**src/rtl/reset_sequencer.sv**
```systemverilog
// Staged reset controller: holds all domain resets, then releases them one by one
// in ascending order, waiting (with a watchdog) for each domain's ack in between.
module reset_sequencer #(
  parameter int NUM_STAGES     = 3,
  parameter int HOLD_CYCLES    = 4,
  parameter int GAP_CYCLES     = 2,
  parameter int TIMEOUT_CYCLES = 1024
) (
  input  logic                  CLK,
  input  logic                  RST_N,
  input  logic                  REQ,
  input  logic [NUM_STAGES-1:0] STAGE_ACK,
  output logic [NUM_STAGES-1:0] STAGE_RST_N,
  output logic                  BUSY,
  output logic [3:0]            CUR_STAGE,
  output logic [NUM_STAGES-1:0] TIMEOUT_ERR
);

  localparam int MAX_HG  = (HOLD_CYCLES > GAP_CYCLES) ? HOLD_CYCLES : GAP_CYCLES;
  localparam int MAX_CNT = (MAX_HG > TIMEOUT_CYCLES) ? MAX_HG : TIMEOUT_CYCLES;
  localparam int CNT_W   = (MAX_CNT > 1) ? $clog2(MAX_CNT) : 1;

  localparam logic [CNT_W-1:0] HOLD_LAST    = CNT_W'(HOLD_CYCLES - 1);
  localparam logic [CNT_W-1:0] GAP_LAST     = CNT_W'((GAP_CYCLES > 0) ? GAP_CYCLES - 1 : 0);
  localparam logic [CNT_W-1:0] TIMEOUT_LAST = CNT_W'(TIMEOUT_CYCLES - 1);
  localparam logic [3:0]       LAST_STAGE   = 4'(NUM_STAGES - 1);

  typedef enum logic [1:0] {
    HOLD,
    WAIT_ACK,
    GAP,
    IDLE
  } state_t;

  state_t                state_q, state_d;
  logic [CNT_W-1:0]      cnt_q, cnt_d;
  logic [NUM_STAGES-1:0] rst_q, rst_d;
  logic [NUM_STAGES-1:0] err_q, err_d;
  logic [3:0]            cur_q, cur_d;

  logic                  ack_cur;
  logic [NUM_STAGES-1:0] cur_onehot;
  logic [NUM_STAGES-1:0] next_onehot;

  // Decode the awaited stage; acks of other stages never reach the FSM.
  always_comb begin
    ack_cur     = 1'b0;
    cur_onehot  = '0;
    next_onehot = '0;
    for (int i = 0; i < NUM_STAGES; i++) begin
      if (cur_q == 4'(i)) begin
        cur_onehot[i] = 1'b1;
        ack_cur       = STAGE_ACK[i];
      end
      if (cur_q + 4'd1 == 4'(i)) begin
        next_onehot[i] = 1'b1;
      end
    end
  end

  always_ff @(posedge CLK or negedge RST_N) begin
    if (!RST_N) begin
      state_q <= HOLD;
      cnt_q   <= '0;
      rst_q   <= '0;
      cur_q   <= '0;
      err_q   <= '0;
    end else begin
      state_q <= state_d;
      cnt_q   <= cnt_d;
      rst_q   <= rst_d;
      cur_q   <= cur_d;
      err_q   <= err_d;
    end
  end

  // REQ overrides every other transition; a timeout is handled like a late ack.
  always_comb begin
    state_d = state_q;
    cnt_d   = cnt_q;
    rst_d   = rst_q;
    cur_d   = cur_q;
    err_d   = err_q;
    if (REQ) begin
      state_d = HOLD;
      cnt_d   = '0;
      rst_d   = '0;
      cur_d   = '0;
      err_d   = '0;
    end else begin
      case (state_q)
        HOLD: begin
          if (cnt_q == HOLD_LAST) begin
            rst_d[0] = 1'b1;
            cur_d    = '0;
            cnt_d    = '0;
            state_d  = WAIT_ACK;
          end else begin
            cnt_d = cnt_q + 1'b1;
          end
        end
        WAIT_ACK: begin
          if (ack_cur || (cnt_q == TIMEOUT_LAST)) begin
            if (!ack_cur) begin
              err_d = err_q | cur_onehot;
            end
            cnt_d = '0;
            if (cur_q == LAST_STAGE) begin
              state_d = IDLE;
            end else if (GAP_CYCLES > 0) begin
              state_d = GAP;
            end else begin
              rst_d = rst_q | next_onehot;
              cur_d = cur_q + 4'd1;
            end
          end else begin
            cnt_d = cnt_q + 1'b1;
          end
        end
        GAP: begin
          if (cnt_q == GAP_LAST) begin
            rst_d   = rst_q | next_onehot;
            cur_d   = cur_q + 4'd1;
            cnt_d   = '0;
            state_d = WAIT_ACK;
          end else begin
            cnt_d = cnt_q + 1'b1;
          end
        end
        IDLE: begin
          state_d = IDLE;
        end
      endcase
    end
  end

  always_comb begin
    BUSY        = (state_q != IDLE);
    STAGE_RST_N = rst_q;
    CUR_STAGE   = cur_q;
    TIMEOUT_ERR = err_q;
  end

endmodule

```
**config.mk**
```make
export PLATFORM = sky130hd
export DESIGN_NAME = reset_sequencer
export DESIGN_NICKNAME = d
export VERILOG_FILES = /design/src/rtl/reset_sequencer.sv
export SDC_FILE = /design/constraint.sdc
export NUM_CORES = 1
export LEC_CHECK = 0
export CELL_PAD_IN_SITES_DETAIL_PLACEMENT = 2
export CELL_PAD_IN_SITES_GLOBAL_PLACEMENT = 2
export CORE_MARGIN = 2
export CORE_UTILIZATION = 31
export DETAILED_ROUTE_END_ITERATION = 6
export PLACE_DENSITY = 0.86
export SLEW_MARGIN = 30
export SYNTH_ARGS = -nofsm -noshare
export SYNTH_HDL_FRONTEND = slang
export SYNTH_SLANG_ARGS = --single-unit
```
**constraint.sdc**
```tcl
create_clock -name CLK -period 1.9 [get_ports CLK]
set_input_delay 0.38 -clock CLK [delete_from_list [all_inputs] [get_ports CLK]]
set_output_delay 0.38 -clock CLK [all_outputs]
set_load 0.02 [all_outputs]
```
==> metrics.md <==
| Metric | Value |
|---|---|
| Worst vdd ir | `0.6010 mV` |
| Number of warnings issued by yosys | `0` |
| Slew Viols, Final | `0` |
| CTS Buf Count | `3` |
| Setup Viol. Count Final | `16` |
| Area share of the largest cell type after synthesis | `0.3796` |
| Switching share of total power | `0.3996` |
| Sequential share of the synthesized area | `0.3796` |
| Initial antenna violation count | `0` |
| Core area | `4444 sq um` |
| Max-Cap Viols | `0` |
| Cell count of the worst reg-to-reg path | `7` |
| CP Buf/Inv Count | `1` |
| Async SR Flop Fraction | `1.000` |
| Psw | `0.0009079 W` |
| Worst setup EP type | `register` |
| Routed Wire Length | `between 7000 and 8000 microns` |
| CP max FO | `7` |
| CP cell instances | `nor4_4, nand2_4, a221oi_4, buf_4, nor2_1, a31oi_1, nor2_1` |
| Layout cell share with drive strength beyond 1 | `0.4741` |
| Layout fillers | `454` |
| Wire per inst | `between 20 and 30 microns` |
| Worst Path Arrival | `2.31 ns` |
| TritonCTS clock tree | `done` |
| Leak pwr | `1.047 nW` |
| Initial DRC Count | `119` |
| Synth Area per Inst | `9.007 sq um` |
| Clock-pin slew on the worst setup and hold paths | `about 0.11 ns` |
| CP startpoint kind | `register` |
| Commonest cells post-synth | `dfrtp_1 (22), nand2_1 (19), ha_1 (13), inv_1 (13), nor2_1 (13)` |
| Total Power | `0.002272 W` |
| Crit Path Class | `register to register` |
| Critical Path RT | `2.06 ns` |
| Cell depth of the worst setup path | `7` |
| Period utilization | `1.127` |
| Via count | `1629` |
| Io pins | `17` |
| PD cells | `around 940 nW/um^2` |
| DP Worst Slack | `-0.2879 ns` |
| Largest net degree at the start of global routing | `23` |
| Site Rows | `24` |
| Iteration count of the initial detailed-routing pass | `4` |
| Seq pwr share | `0.249` |
| Setup TNS Final | `-1.329 ns` |
| Cells after Synth | `approximately 160` |
| DRC | `0` |
| DIE AREA | `5241 sq um` |
| Routed Antenna Nets | `0` |
| Hold Crit Class | `input port to async pin` |
| Post-synth EDFFs | `0` |
| Most used cell, CP | `nor2_1` |
| Internal | `approximately 0.0014 W` |
| Distinct cells, synth | `41` |
| Seq. cell area | `~560 sq um` |
| Max_slew headroom | `0.6859` |
| Tot GR Track Use | `0.2557` |
| Clk_skew | `0.02028 ns` |
| Flops & latches, synth | `22` |
| Status | `finished with violations` |
| Synth top area cells | `dfrtp_1 (38%), ha_1 (11%), nand2_1 (4.9%)` |
| Power share of the combinational group | `0.544` |
| Worst-Margin Slew | `0.4702 ns` |
| Setup repair after global routing missed its margin | `true` |
| Max Fclk | `0.4669 GHz` |
| Fin nets | `252` |
| Post-Syn Nets | `180` |
| Clock network fraction of total power | `0.207` |
| GPL Wtd Cong | `~0.82` |
| Vias per Instance | `5.736` |
| Gr ovfl total | `0` |
| H-tree levels | `1` |
| CP max-delay cell | `dfrtp_1` |
| Area growth syn-to-layout | `66.95%` |
| Antenna cells | `0` |
| Clock sinks | `22` |
| Final Hold Fails | `0` |
| Chip Height | `72.40 microns` |
| Tmin final | `about 2.1 ns` |
| Slowest cell delay on critical path | `0.44 ns` |
| Clk Tree Root Cell | `clkbuf_8` |
| # port buffers | `16` |
| Cell family with most CP delay | `simple AND/OR/NAND/NOR gates` |
| Final WS setup | `-0.2420 ns` |
| Vias in the first global route | `1770` |
| Post-DP HPWL | `between 3000 and 4000 microns` |
| Hold_buf cts | `0` |
| Clock buffer depth | `2` |
| Area of the multi-input gates | `1089 sq um` |
| Main synth FF type | `dfrtp_1` |
| Failing checks | `setup timing` |
| Initial core utilization | `0.3263` |
| Die width | `approximately 72 microns` |
| Cell taking the most area after synthesis | `dfrtp_1` |
| Count leader, synth | `dfrtp_1` |
| Synth Cell Area | `1450 sq um` |
| Clk_lat worst skew | `0.28 ns` |
| First-pass GRT wire length | `between 9000 and 10000 microns` |
==> power groups by stage <==
stage	clock network, W	logic (W)	registers (W)
6_report	0.000471	0.00124	0.000566
2_1_floorplan	0	0.000374	0.000563
3_5_place_dp	0	0.000714	0.000549
4_1_cts	0.000456	0.000939	0.000551
5_1_grt	0.000494	0.00130	0.000569
3_3_place_gp	0	0.000650	0.000547
==> sequential cells by signal (all words and copies together), names as in the netlist <==
signal / flops
CUR_STAGE: 4
STAGE_RST_N: 3
TIMEOUT_ERR: 3
cnt_q: 10
state_q: 2
==> worst paths after layout <==
kind / slack (ns) / start / to
min: 0.46 / RST_N / TIMEOUT_ERR[0]
max reg2reg: -0.24 / cnt_q[2] / CUR_STAGE[1]
max in group asynchronous: 1.16 / RST_N / STAGE_RST_N[1]
min in group CLK: 0.55 / TIMEOUT_ERR[1] / TIMEOUT_ERR[1]
min reg2reg: 0.55 / TIMEOUT_ERR[1] / TIMEOUT_ERR[1]
max: -0.24 / cnt_q[2] / CUR_STAGE[1]
==> cell families after synthesis <==
kind of cell,share of synthesized area
simple gates,0.2692
buf+inv,0.04228
fa+ha+maj,0.1122
flops,0.3796
mux,0.01467
compound gates,0.1821
==> repair_timing <==
item | 4_1_cts | 5_1_grt
cloned | 0 | 1
resized for setup | 33 | 38
endpoints found under the setup margin | 15 | 22
buffers inserted | 12 | 14
pin swaps | 11 | 14
==> layout by cell type, fill, tap and decap left out, types with 3 or more instances in the layout <==
cell and n:
nor3_1 4, inv_4 4, dfrtp_2 5, buf_6 3
nor3b_1 3, inv_1 7, o21ai_1 7, nor2_1 11
buf_4 51, o21ai_0 4, a21oi_1 9, dfrtp_1 17
nand4b_1 3, ha_1 6, ha_4 6, clkdlybuf4s50_1 13
nand2_1 18, clkbuf_8 3, nand3_1 5
==> layout make-up <==
class	count	share of cell area
well taps	52	0.02687
inverters	13	0.02584
clock buffers	3	0.01705
multi-input cells	123	0.4496
clock inverters	1	0.01240
flip-flops and latches	22	0.2300
repair buffers	70	0.2382
==> metal layers <==
layer / vias up / track usage / wire [microns]
li1: 723 / - / -
met1: 829 / 0.2681 / 3102
met2: 49 / 0.5158 / 4200
met3: 28 / 0.02639 / 194
met4: 0 / 0.09259 / 393
met5: - / 0 / 0
==> metrics by stage <==
stage	utilization	std cells	cell area [sq um]	hold slack, ns
floorplan	-	161	1470	0.08441
global placement	0.4260	254	1893	0.4806
detailed placement	0.4260	254	1893	0.4976
CTS	0.4938	270	2195	0.4811
global route	0.5448	284	2421	0.4818
finish	0.5448	284	2421	0.4609
(Power assumes the default switching activity.)
